--- src/rtl/int_sched_prio.sv ---
`default_nettype none
// ============================================================================
//  Module   : int_sched_prio
//  Brief    : Priority interrupt scheduler with three nested classes
//             (base < critical < machine-check), edge/level sources,
//             per-class in-service tracking and saved return pc.
//  Revision : 1.0 - initial release
// ============================================================================
module int_sched_prio #(
    parameter int                 NUM_SRC     = 8,
    parameter int                 ADDR_W      = 32,
    parameter logic [NUM_SRC-1:0] EDGE_MASK   = '0,
    parameter logic [NUM_SRC-1:0] CRIT_MASK   = '0,
    parameter logic [NUM_SRC-1:0] MCHECK_MASK = '0,
    parameter logic [NUM_SRC-1:0] EXT_MASK    = '1
) (
    input  logic                       clk,
    input  logic                       reset,
    input  logic [NUM_SRC-1:0]         src_req,
    output logic [NUM_SRC-1:0]         src_ack,
    input  logic                       block_external,
    input  logic                       block,
    input  logic [ADDR_W-1:0]          pc,
    output logic                       int_valid,
    output logic [$clog2(NUM_SRC)-1:0] int_id,
    output logic [1:0]                 int_class,
    input  logic                       int_ack,
    input  logic                       rest_base,
    input  logic                       rest_crit,
    input  logic                       rest_mcheck,
    output logic [ADDR_W-1:0]          epc_base,
    output logic [ADDR_W-1:0]          epc_crit,
    output logic [ADDR_W-1:0]          epc_mcheck,
    output logic [2:0]                 active
);

    localparam int ID_W = $clog2(NUM_SRC);

    localparam logic [1:0] CLS_BASE   = 2'd0;
    localparam logic [1:0] CLS_CRIT   = 2'd1;
    localparam logic [1:0] CLS_MCHECK = 2'd2;

    // Machine-check membership overrides critical membership.
    localparam logic [NUM_SRC-1:0] M_MCHK = MCHECK_MASK;
    localparam logic [NUM_SRC-1:0] M_CRIT = CRIT_MASK & ~MCHECK_MASK;
    localparam logic [NUM_SRC-1:0] M_BASE = ~(CRIT_MASK | MCHECK_MASK);

    typedef enum logic [0:0] {
        S_IDLE  = 1'b0,
        S_OFFER = 1'b1
    } state_t;

    // ------------------------------------------------------------------
    // Registered state
    // ------------------------------------------------------------------
    state_t              state_q,     state_d;
    logic [ID_W-1:0]     int_id_q,    int_id_d;
    logic [1:0]          int_class_q, int_class_d;
    logic [NUM_SRC-1:0]  src_ack_q,   src_ack_d;
    logic [2:0]          active_q,    active_d;
    logic [ADDR_W-1:0]   epc_base_q,  epc_base_d;
    logic [ADDR_W-1:0]   epc_crit_q,  epc_crit_d;
    logic [ADDR_W-1:0]   epc_mchk_q,  epc_mchk_d;
    logic                arm_q,       arm_d;
    logic [NUM_SRC-1:0]  prev_req_q,  prev_req_d;
    logic [NUM_SRC-1:0]  pend_edge_q, pend_edge_d;

    // ------------------------------------------------------------------
    // Combinational helpers
    // ------------------------------------------------------------------
    logic [NUM_SRC-1:0]  pending;
    logic [NUM_SRC-1:0]  eligible;
    logic [2:0]          adm;
    logic [NUM_SRC-1:0]  cand_mchk;
    logic [NUM_SRC-1:0]  cand_crit;
    logic [NUM_SRC-1:0]  cand_base;
    logic [NUM_SRC-1:0]  cand_vec;
    logic                sel_valid;
    logic [ID_W-1:0]     sel_id;
    logic [1:0]          sel_class;
    logic                offer_ok;

    // Edge latching: a new rising edge beats the clear from src_ack.
    always_comb begin
        prev_req_d  = src_req;
        pend_edge_d = (src_req & ~prev_req_q) | (pend_edge_q & ~src_ack_q);
    end

    // Track previous request level and latched edge events.
    always_ff @(posedge clk or negedge reset) begin
        if (!reset) begin
            prev_req_q  <= '0;
            pend_edge_q <= '0;
        end else begin
            prev_req_q  <= prev_req_d;
            pend_edge_q <= pend_edge_d;
        end
    end

    // Pending/eligible sources; level sources follow the request directly.
    always_comb begin
        pending  = (EDGE_MASK & pend_edge_q) | (~EDGE_MASK & src_req);
        eligible = '0;
        if (!block) begin
            eligible = pending & ~(block_external ? EXT_MASK : '0);
        end
    end

    // Only classes strictly above the highest in-service class may interrupt.
    always_comb begin
        adm = 3'b111;
        if (active_q[2]) begin
            adm = 3'b000;
        end else if (active_q[1]) begin
            adm = 3'b100;
        end else if (active_q[0]) begin
            adm = 3'b110;
        end
    end

    // Winner: highest admissible class, then lowest source index.
    always_comb begin
        cand_mchk = eligible & M_MCHK & {NUM_SRC{adm[2]}};
        cand_crit = eligible & M_CRIT & {NUM_SRC{adm[1]}};
        cand_base = eligible & M_BASE & {NUM_SRC{adm[0]}};
        sel_valid = 1'b0;
        sel_class = CLS_BASE;
        cand_vec  = '0;
        sel_id    = '0;
        if (|cand_mchk) begin
            sel_valid = 1'b1;
            sel_class = CLS_MCHECK;
            cand_vec  = cand_mchk;
        end else if (|cand_crit) begin
            sel_valid = 1'b1;
            sel_class = CLS_CRIT;
            cand_vec  = cand_crit;
        end else if (|cand_base) begin
            sel_valid = 1'b1;
            sel_class = CLS_BASE;
            cand_vec  = cand_base;
        end
        // Scan downwards so the lowest set index is the last assignment.
        for (int i = NUM_SRC - 1; i >= 0; i--) begin
            if (cand_vec[i]) begin
                sel_id = i[ID_W-1:0];
            end
        end
    end

    // The current offer stays valid while its source is eligible and its
    // class is still admissible (block clears eligibility entirely).
    always_comb begin
        offer_ok = eligible[int_id_q] & adm[int_class_q];
    end

    // Next-state logic for the offer FSM, acknowledges and class tracking.
    always_comb begin
        state_d     = state_q;
        int_id_d    = int_id_q;
        int_class_d = int_class_q;
        src_ack_d   = '0;
        active_d    = active_q & ~{rest_mcheck, rest_crit, rest_base};
        epc_base_d  = epc_base_q;
        epc_crit_d  = epc_crit_q;
        epc_mchk_d  = epc_mchk_q;
        arm_d       = 1'b1;
        case (state_q)
            S_IDLE: begin
                // int_ack is ignored here; only a new winner starts an offer.
                if (arm_q && sel_valid) begin
                    state_d     = S_OFFER;
                    int_id_d    = sel_id;
                    int_class_d = sel_class;
                end
            end
            S_OFFER: begin
                if (int_ack) begin
                    state_d   = S_IDLE;
                    src_ack_d = {{(NUM_SRC-1){1'b0}}, 1'b1} << int_id_q;
                    // Taking an interrupt beats a same-cycle return.
                    active_d[int_class_q] = 1'b1;
                    case (int_class_q)
                        CLS_MCHECK: epc_mchk_d = pc;
                        CLS_CRIT:   epc_crit_d = pc;
                        default:    epc_base_d = pc;
                    endcase
                end else if (!offer_ok) begin
                    state_d = S_IDLE;
                end else if (sel_valid && (sel_class > int_class_q)) begin
                    int_id_d    = sel_id;
                    int_class_d = sel_class;
                end
            end
            default: begin
                state_d = S_IDLE;
            end
        endcase
    end

    // Offer FSM and all registered outputs.
    always_ff @(posedge clk or negedge reset) begin
        if (!reset) begin
            state_q     <= S_IDLE;
            int_id_q    <= '0;
            int_class_q <= CLS_BASE;
            src_ack_q   <= '0;
            active_q    <= '0;
            epc_base_q  <= '0;
            epc_crit_q  <= '0;
            epc_mchk_q  <= '0;
            arm_q       <= 1'b0;
        end else begin
            state_q     <= state_d;
            int_id_q    <= int_id_d;
            int_class_q <= int_class_d;
            src_ack_q   <= src_ack_d;
            active_q    <= active_d;
            epc_base_q  <= epc_base_d;
            epc_crit_q  <= epc_crit_d;
            epc_mchk_q  <= epc_mchk_d;
            arm_q       <= arm_d;
        end
    end

    assign int_valid  = (state_q == S_OFFER);
    assign int_id     = int_id_q;
    assign int_class  = int_class_q;
    assign src_ack    = src_ack_q;
    assign active     = active_q;
    assign epc_base   = epc_base_q;
    assign epc_crit   = epc_crit_q;
    assign epc_mcheck = epc_mchk_q;

endmodule
`default_nettype wire

--- config.mk ---
export PLATFORM = sky130hd
export DESIGN_NAME = int_sched_prio
export DESIGN_NICKNAME = d
export VERILOG_FILES = /design/src/rtl/int_sched_prio.sv
export SDC_FILE = /design/constraint.sdc
export NUM_CORES = 1
export LEC_CHECK = 0
export BUFFER_PORTS_ARGS = -buffer_cell sky130_fd_sc_hd__clkbuf_2
export CAP_MARGIN = 0
export CORE_ASPECT_RATIO = 0.9
export CORE_MARGIN = 2
export CORE_UTILIZATION = 40
export CTS_BUF_LIST = sky130_fd_sc_hd__clkbuf_8
export CTS_CLUSTER_SIZE = 10
export DETAILED_ROUTE_END_ITERATION = 8
export HOLD_SLACK_MARGIN = 0.02
export PLACE_DENSITY = 0.76
export SLEW_MARGIN = 20
export SYNTH_ARGS = -nofsm -noshare
export SYNTH_HDL_FRONTEND = slang
export SYNTH_SLANG_ARGS = --single-unit
export TNS_END_PERCENT = 100
--- constraint.sdc ---
create_clock -name clk -period 3.1 [get_ports clk]
set_input_delay 0.62 -clock clk [delete_from_list [all_inputs] [get_ports clk]]
set_output_delay 0.62 -clock clk [all_outputs]
set_load 0.01 [all_outputs]
; ---- Word-level counts from Yosys, hierarchy flattened
; Cells that the tools add are included.
[op_classes]
n_reduce_logical = 9
bitwise_logic = 9
n_eq_ne = 6
n_shift = 1
n_mux = 39
order_cmp = 4
[op_table]
columns = op, count
row1 = 2-to-1 mux 3 bit, 15
row2 = 2-to-1 mux 8 bit, 5
row3 = AND 8 bit, 2
row4 = 2-to-1 mux 2 bit, 5
row5 = AND reduction 3 bit, 3
row6 = 2-to-1 mux 1 bit, 8
row7 = NOT 8 bit, 1
row8 = OR reduction 8 bit, 1
row9 = "left shift 1 x 3 -> 8 bit, first input constant", 1
row10 = one-hot mux 3 bit (2 select lines), 1
row11 = "less-than comparator 3 x 4 -> 1 bit, second input constant", 1
row12 = "inequality test 2 x 1 -> 1 bit, second input constant", 2
row13 = "inequality test 2 bit, second input constant", 2
row14 = one-hot mux 2 bit (2 select lines), 1
row15 = AND reduction 4 bit, 1
row16 = AND 3 bit, 1
row17 = binary-select mux 1 bit (select 3 bit), 1
row18 = logical AND 1 bit, 3
row19 = "less-than comparator 2 x 3 -> 1 bit, second input constant", 1
row20 = NOT 3 bit, 1
row21 = OR 3 bit, 1
row22 = binary-select mux 1 bit (select 2 bit), 1
row23 = demux 1 bit (select 2 bit), 1
row24 = "equality test 2 x 1 -> 1 bit, second input constant", 1
row25 = 7 further kinds, 8
[word_totals]
wordCells = 77
in_bits = 48
output_inout_bits = 113
reg_bits = 114

; ---- Logic depth before layout (Yosys ltp)
[depth]
depth_word = 19
depth_mapped = 5
depth_no_buf = 4

; ---- Least setup slack after synthesis
; OpenSTA, ideal clock, no wires.
[synth_timing]
kind = input to register
from = input block
to = register int_id_q[0], in the netlist int_id[0]
t_arrival_ns = 1.599
cell_stages = 4
setup_slack_ns = 1.376
n_path_buf = 0
path_cell_list = or2_2 nor4_4 o21ai_2 mux2_2
[synth_via]
elab_chain_cells = 16
[synth_rtl]
columns = element, line
row1 = start: declaration, 22  ; input logic block,
row2 = 2-to-1 mux 8 bit *, 104  ; if (!block) begin
row3 = AND 8 bit, 125  ; cand_base = eligible & M_BASE & {NUM_SRC{adm[0]}};
row4 = OR reduction 8 bit, 138  ; end else if (|cand_base) begin
row5 = 2-to-1 mux 8 bit, 138
row6 = 2-to-1 mux 3 bit (8 in a row), 145  ; if (cand_vec[i]) begin
row7 = 2-to-1 mux 3 bit, 190  ; end else if (sel_valid && (sel_class > int_class_q)) begin
row8 = 2-to-1 mux 3 bit, 188  ; end else if (!offer_ok) begin
row9 = 2-to-1 mux 3 bit, 178  ; if (int_ack) begin
row10 = one-hot mux 3 bit (2 select lines), 168  ; case (state_q)
row11 = end signal: assignment, 215  ; int_id_q <= int_id_d;
row12 = end: declaration, 57  ; logic [ID_W-1:0] int_id_q, int_id_d;
; Every way passes the cells marked *; elsewhere a longest branch is shown, timed or not. The select of a mux whose other input is x is not followed.
; A chain may end at the register's enable or synchronous reset.

; ---- Final worst setup path
[layout_timing]
from = register int_id_q[1], in the netlist int_id[1]
to = output int_id[1]
[layout_rtl]
columns = element, line
row1 = end: declaration, 25  ; output logic [$clog2(NUM_SRC)-1:0] int_id,
; No word-level cell between the ends.

==> results summary <==
The run finished with clean final reports. CTS built an H-tree with a depth of 2. The end-of-flow core utilization is between 40% and 50%. The kind of end point of the critical path is an output port. The number of search-and-repair iterations in the first detailed-routing pass came out at 4. The placement row count came out at 27. The first global-routing pass estimated 6.38 mm of wire.

Once layout is done, the placed cells without fillers occupy 0.00289 mm². The placer congestion estimate is 0.806. Based on the critical path, the design can be clocked at up to 592 MHz.

In this run the clock root is driven by a sky130_fd_sc_hd__clkbuf_8. The logic depth of the worst path, buffers included came out at 1. At the later pin of the worst-skew pair, clock insertion delay measures approximately 0.28 ns. The placement-stage cell area is roughly 0.0028 mm². The I/O pin count is 161. The count of buffer and inverter cells on the critical path is 1.

The sequential element share of the synthesized area is 48.8%. The ratio of total power to cell area is between 600 and 700 mW/mm². Measured against its own limit, the worst slew margin works out to 61.6%.

The core region is 0.00605 mm². The area growth from synthesis to layout came out at 17.2%. The synthesis-stage register bit count is 48.

The largest individual stage delay along the critical path comes from the cell sky130_fd_sc_hd__dfrtp_1. TritonCTS built the clock tree. The setup TNS after final layout is 0 ns. From left edge to right edge, the die measures 86.7 µm. The endpoint identified for the worst register-to-register timing path is int_valid. STA puts the critical path data arrival time at 1.07 ns. The internal reg-to-reg setup slack is 1.43 ns. The most common flop cell mapped by yosys is sky130_fd_sc_hd__dfrtp_1. The largest single stage delay on the critical path is 0.58 ns.

The category of the most critical setup path is flop to output port. In this run the static leakage power is 0.00155 µW. The worst slack on hold paths came out at ~0.31 ns.

The startpoint identified for the worst register-to-register timing path is active[1]. The initial antenna violation count is 0. The post-synthesis cell type with the largest combined area is sky130_fd_sc_hd__dfrtp_1. Walking the worst path, the cells encountered are clkbuf_2. Setup slack on the critical path of the routed design comes to 1.41 ns. The total clock buffers created by CTS is 5. The post-route netlist has 47.4% of its cells at a drive strength greater than 1. The share of the clock period used by the worst path after layout came out at 54.5%. The number of design rule violations left after detail routing came out at 0. The final net count came out at 357. Entering global routing, the biggest net connects 38 pins. The overall fraction of global-route tracks in use came out at about an eighth.

The routed wire length came out at 4.17 mm. The final count of pins violating max slew came to 0. Yosys mapped a number of flops with a built-in enable equal to 0. Setup repair after global routing left no endpoint under its margin.

The count of nets left with antenna violations once routing finished came out at 0. STA puts the critical path data required time at 2.48 ns. By area the synthesized netlist is led by sky130_fd_sc_hd__dfrtp_1 (49%), sky130_fd_sc_hd__buf_4 (20%), sky130_fd_sc_hd__mux2_2 (16%), sky130_fd_sc_hd__a21oi_1 (1.6%), sky130_fd_sc_hd__nor2_1 (1.4%). The clock skew after layout is 0.00149 ns. The count of hold buffers inserted by post-cts repair came out at 0. The cell family contributing the most delay on the critical path is flip-flops. The wire length per cell after detailed routing came out at 10.9 µm. The post-synthesis cell count came out at ~210. The total number of vias came out at 1632. The number of buffers inserted to repair setup after CTS came out at 0. The largest fanout of any net on the critical path is 14. The number of failing setup endpoints in the final timing report came out at 0. In this run, the number of DRC markers left after iteration 0 of detailed routing was 66. In the synthesized netlist, the cells that appear most often are sky130_fd_sc_hd__buf_4 (66), sky130_fd_sc_hd__dfrtp_1 (48), sky130_fd_sc_hd__mux2_2 (34). The clock net in this run drives a total of 48 sinks. The dominant cell by count in the synthesized netlist is sky130_fd_sc_hd__buf_4. The maximum ir drop on the vdd rail came out at slightly above 0.0003 V. The clock period could shrink to ~1.7 ns. The die covers 0.00680 mm². The effective utilization at floorplan came out at about two fifths.

The final number of hold-violating endpoints is 0. The top cell type by area accounts for 48.8% of the synthesized area. The number of gates resized after cts came out at 0. The synthesized area per cell is 11.6 µm². The antenna diode instance count came out at 0. The area of the mapped netlist came out at 0.00246 mm².

Using the TritonRoute via totals, the vias-per-cell ratio works out to 4.27. The number of cells on the worst reg-to-reg path is 4. The number of distinct standard cells referenced by the synthesized netlist came out at 29. The number of maximum-capacitance violations came out at 0. The vertical die dimension came out at 78.4 µm.

The worst-case setup slack after placement is 1.21 ns. The worst setup path is launched from a flop. The number of global-route vias before repair came out at 1416. For the pin with the worst max-slew slack, the measured transition is 0.576 ns. The total grt overflow came out at 0.

After clock tree synthesis, the clock-pin slew on the worst setup and hold paths is 0.08 ns. The half-perimeter wire length of the detailed placement result is 3.26 mm. The synthesis warning total is 0. The proportion of synthesized flip-flops having asynchronous set or reset is 100%. The count of buffers added on input and output ports is 94.

In this run the worst hold path is classified as input port to asynchronous set/reset pin. The buffer depth of the longest clock path is 2.
-- state kept, by name (all words and copies together) (netlist names) --
register / flops
epc_base: 32
src_ack: 8
active: 3
int_id: 3
arm_q: 1
int_valid: 1
-- cell usage in the layout (no fill, tap or decap) --
cell type                   count
sky130_fd_sc_hd__a211o_1        1
sky130_fd_sc_hd__nand3b_1       1
sky130_fd_sc_hd__o2111ai_1      1
sky130_fd_sc_hd__a21oi_1        8
sky130_fd_sc_hd__nor2b_1        3
sky130_fd_sc_hd__clkbuf_8       7
sky130_fd_sc_hd__or3b_1         1
sky130_fd_sc_hd__o21ai_2        1
sky130_fd_sc_hd__o211ai_2       1
sky130_fd_sc_hd__or3_4          1
sky130_fd_sc_hd__nand2_1        4
sky130_fd_sc_hd__a2111oi_2      1
sky130_fd_sc_hd__nor4_4         1
sky130_fd_sc_hd__nor2_1         9
sky130_fd_sc_hd__buf_4          2
sky130_fd_sc_hd__o21ai_0        4
sky130_fd_sc_hd__nor3b_2        1
sky130_fd_sc_hd__inv_1          4
sky130_fd_sc_hd__conb_1        67
sky130_fd_sc_hd__mux2_2        34
sky130_fd_sc_hd__nor3_1         4
sky130_fd_sc_hd__clkbuf_2      94
sky130_fd_sc_hd__bufinv_16      1
sky130_fd_sc_hd__nor4_1         1
sky130_fd_sc_hd__dfrtp_1       48
sky130_fd_sc_hd__or3b_2         1
sky130_fd_sc_hd__a211oi_1       1
sky130_fd_sc_hd__nand3_1        2
sky130_fd_sc_hd__nand2b_1       4
sky130_fd_sc_hd__or2_2          2
-- logic make-up after synthesis --
logic type / share of synthesized area [%]
buffers and inverters: 21.8
AO/OA/AOI/OAI: 4.93
AND/OR/NAND/NOR: 8.59
multiplexers: 15.6
other: 0.305
flip-flops: 48.8
-- per-layer routing --
metal | share of wire, % | wire, µm | GRT usage (%)
met5 | 0 | 0 | 0
met2 | 51 | 2110 | 21.1
met3 | 8.3 | 345 | 3.47
met4 | 0.65 | 27 | 2.81
met1 | 40 | 1690 | 14.1
-- cell type report --
class	instances	area, µm²
multi-input cells	154	967
repair buffers	96	485
well taps	72	90.1
inverters	4	15.0
flip-flops and latches	48	1200
clock inverters	1	30.0
fillers	575	3160
clock buffers	7	96.3
-- power by group --
part / internal (µW) / total (µW) / switching [µW]
clock: 284 / 474 / 190
sequential: 759 / 837 / 77.2
combinational: 218 / 445 / 227
-- metrics by stage --
step | cells | power [µW]
after CTS | 382 | 1790
after detailed placement | 374 | 1300
after global placement | 374 | 1290
after global routing | 382 | 1880
after floorplan | 278 | 1150
final | 382 | 1760
-- how the worst max path moves through the flow --
stage	startpoint	end	slack, ns
3_5_place_dp	block	int_id[0]	1.21
5_1_grt	int_id[1]	int_id[1]	1.31
6_report	int_id[1]	int_id[1]	1.41
3_3_place_gp	block	int_id[1]	1.24
2_1_floorplan	block	int_id[0]	1.38
4_1_cts	int_id[1]	int_id[1]	1.39
(Power assumes the default switching activity.)
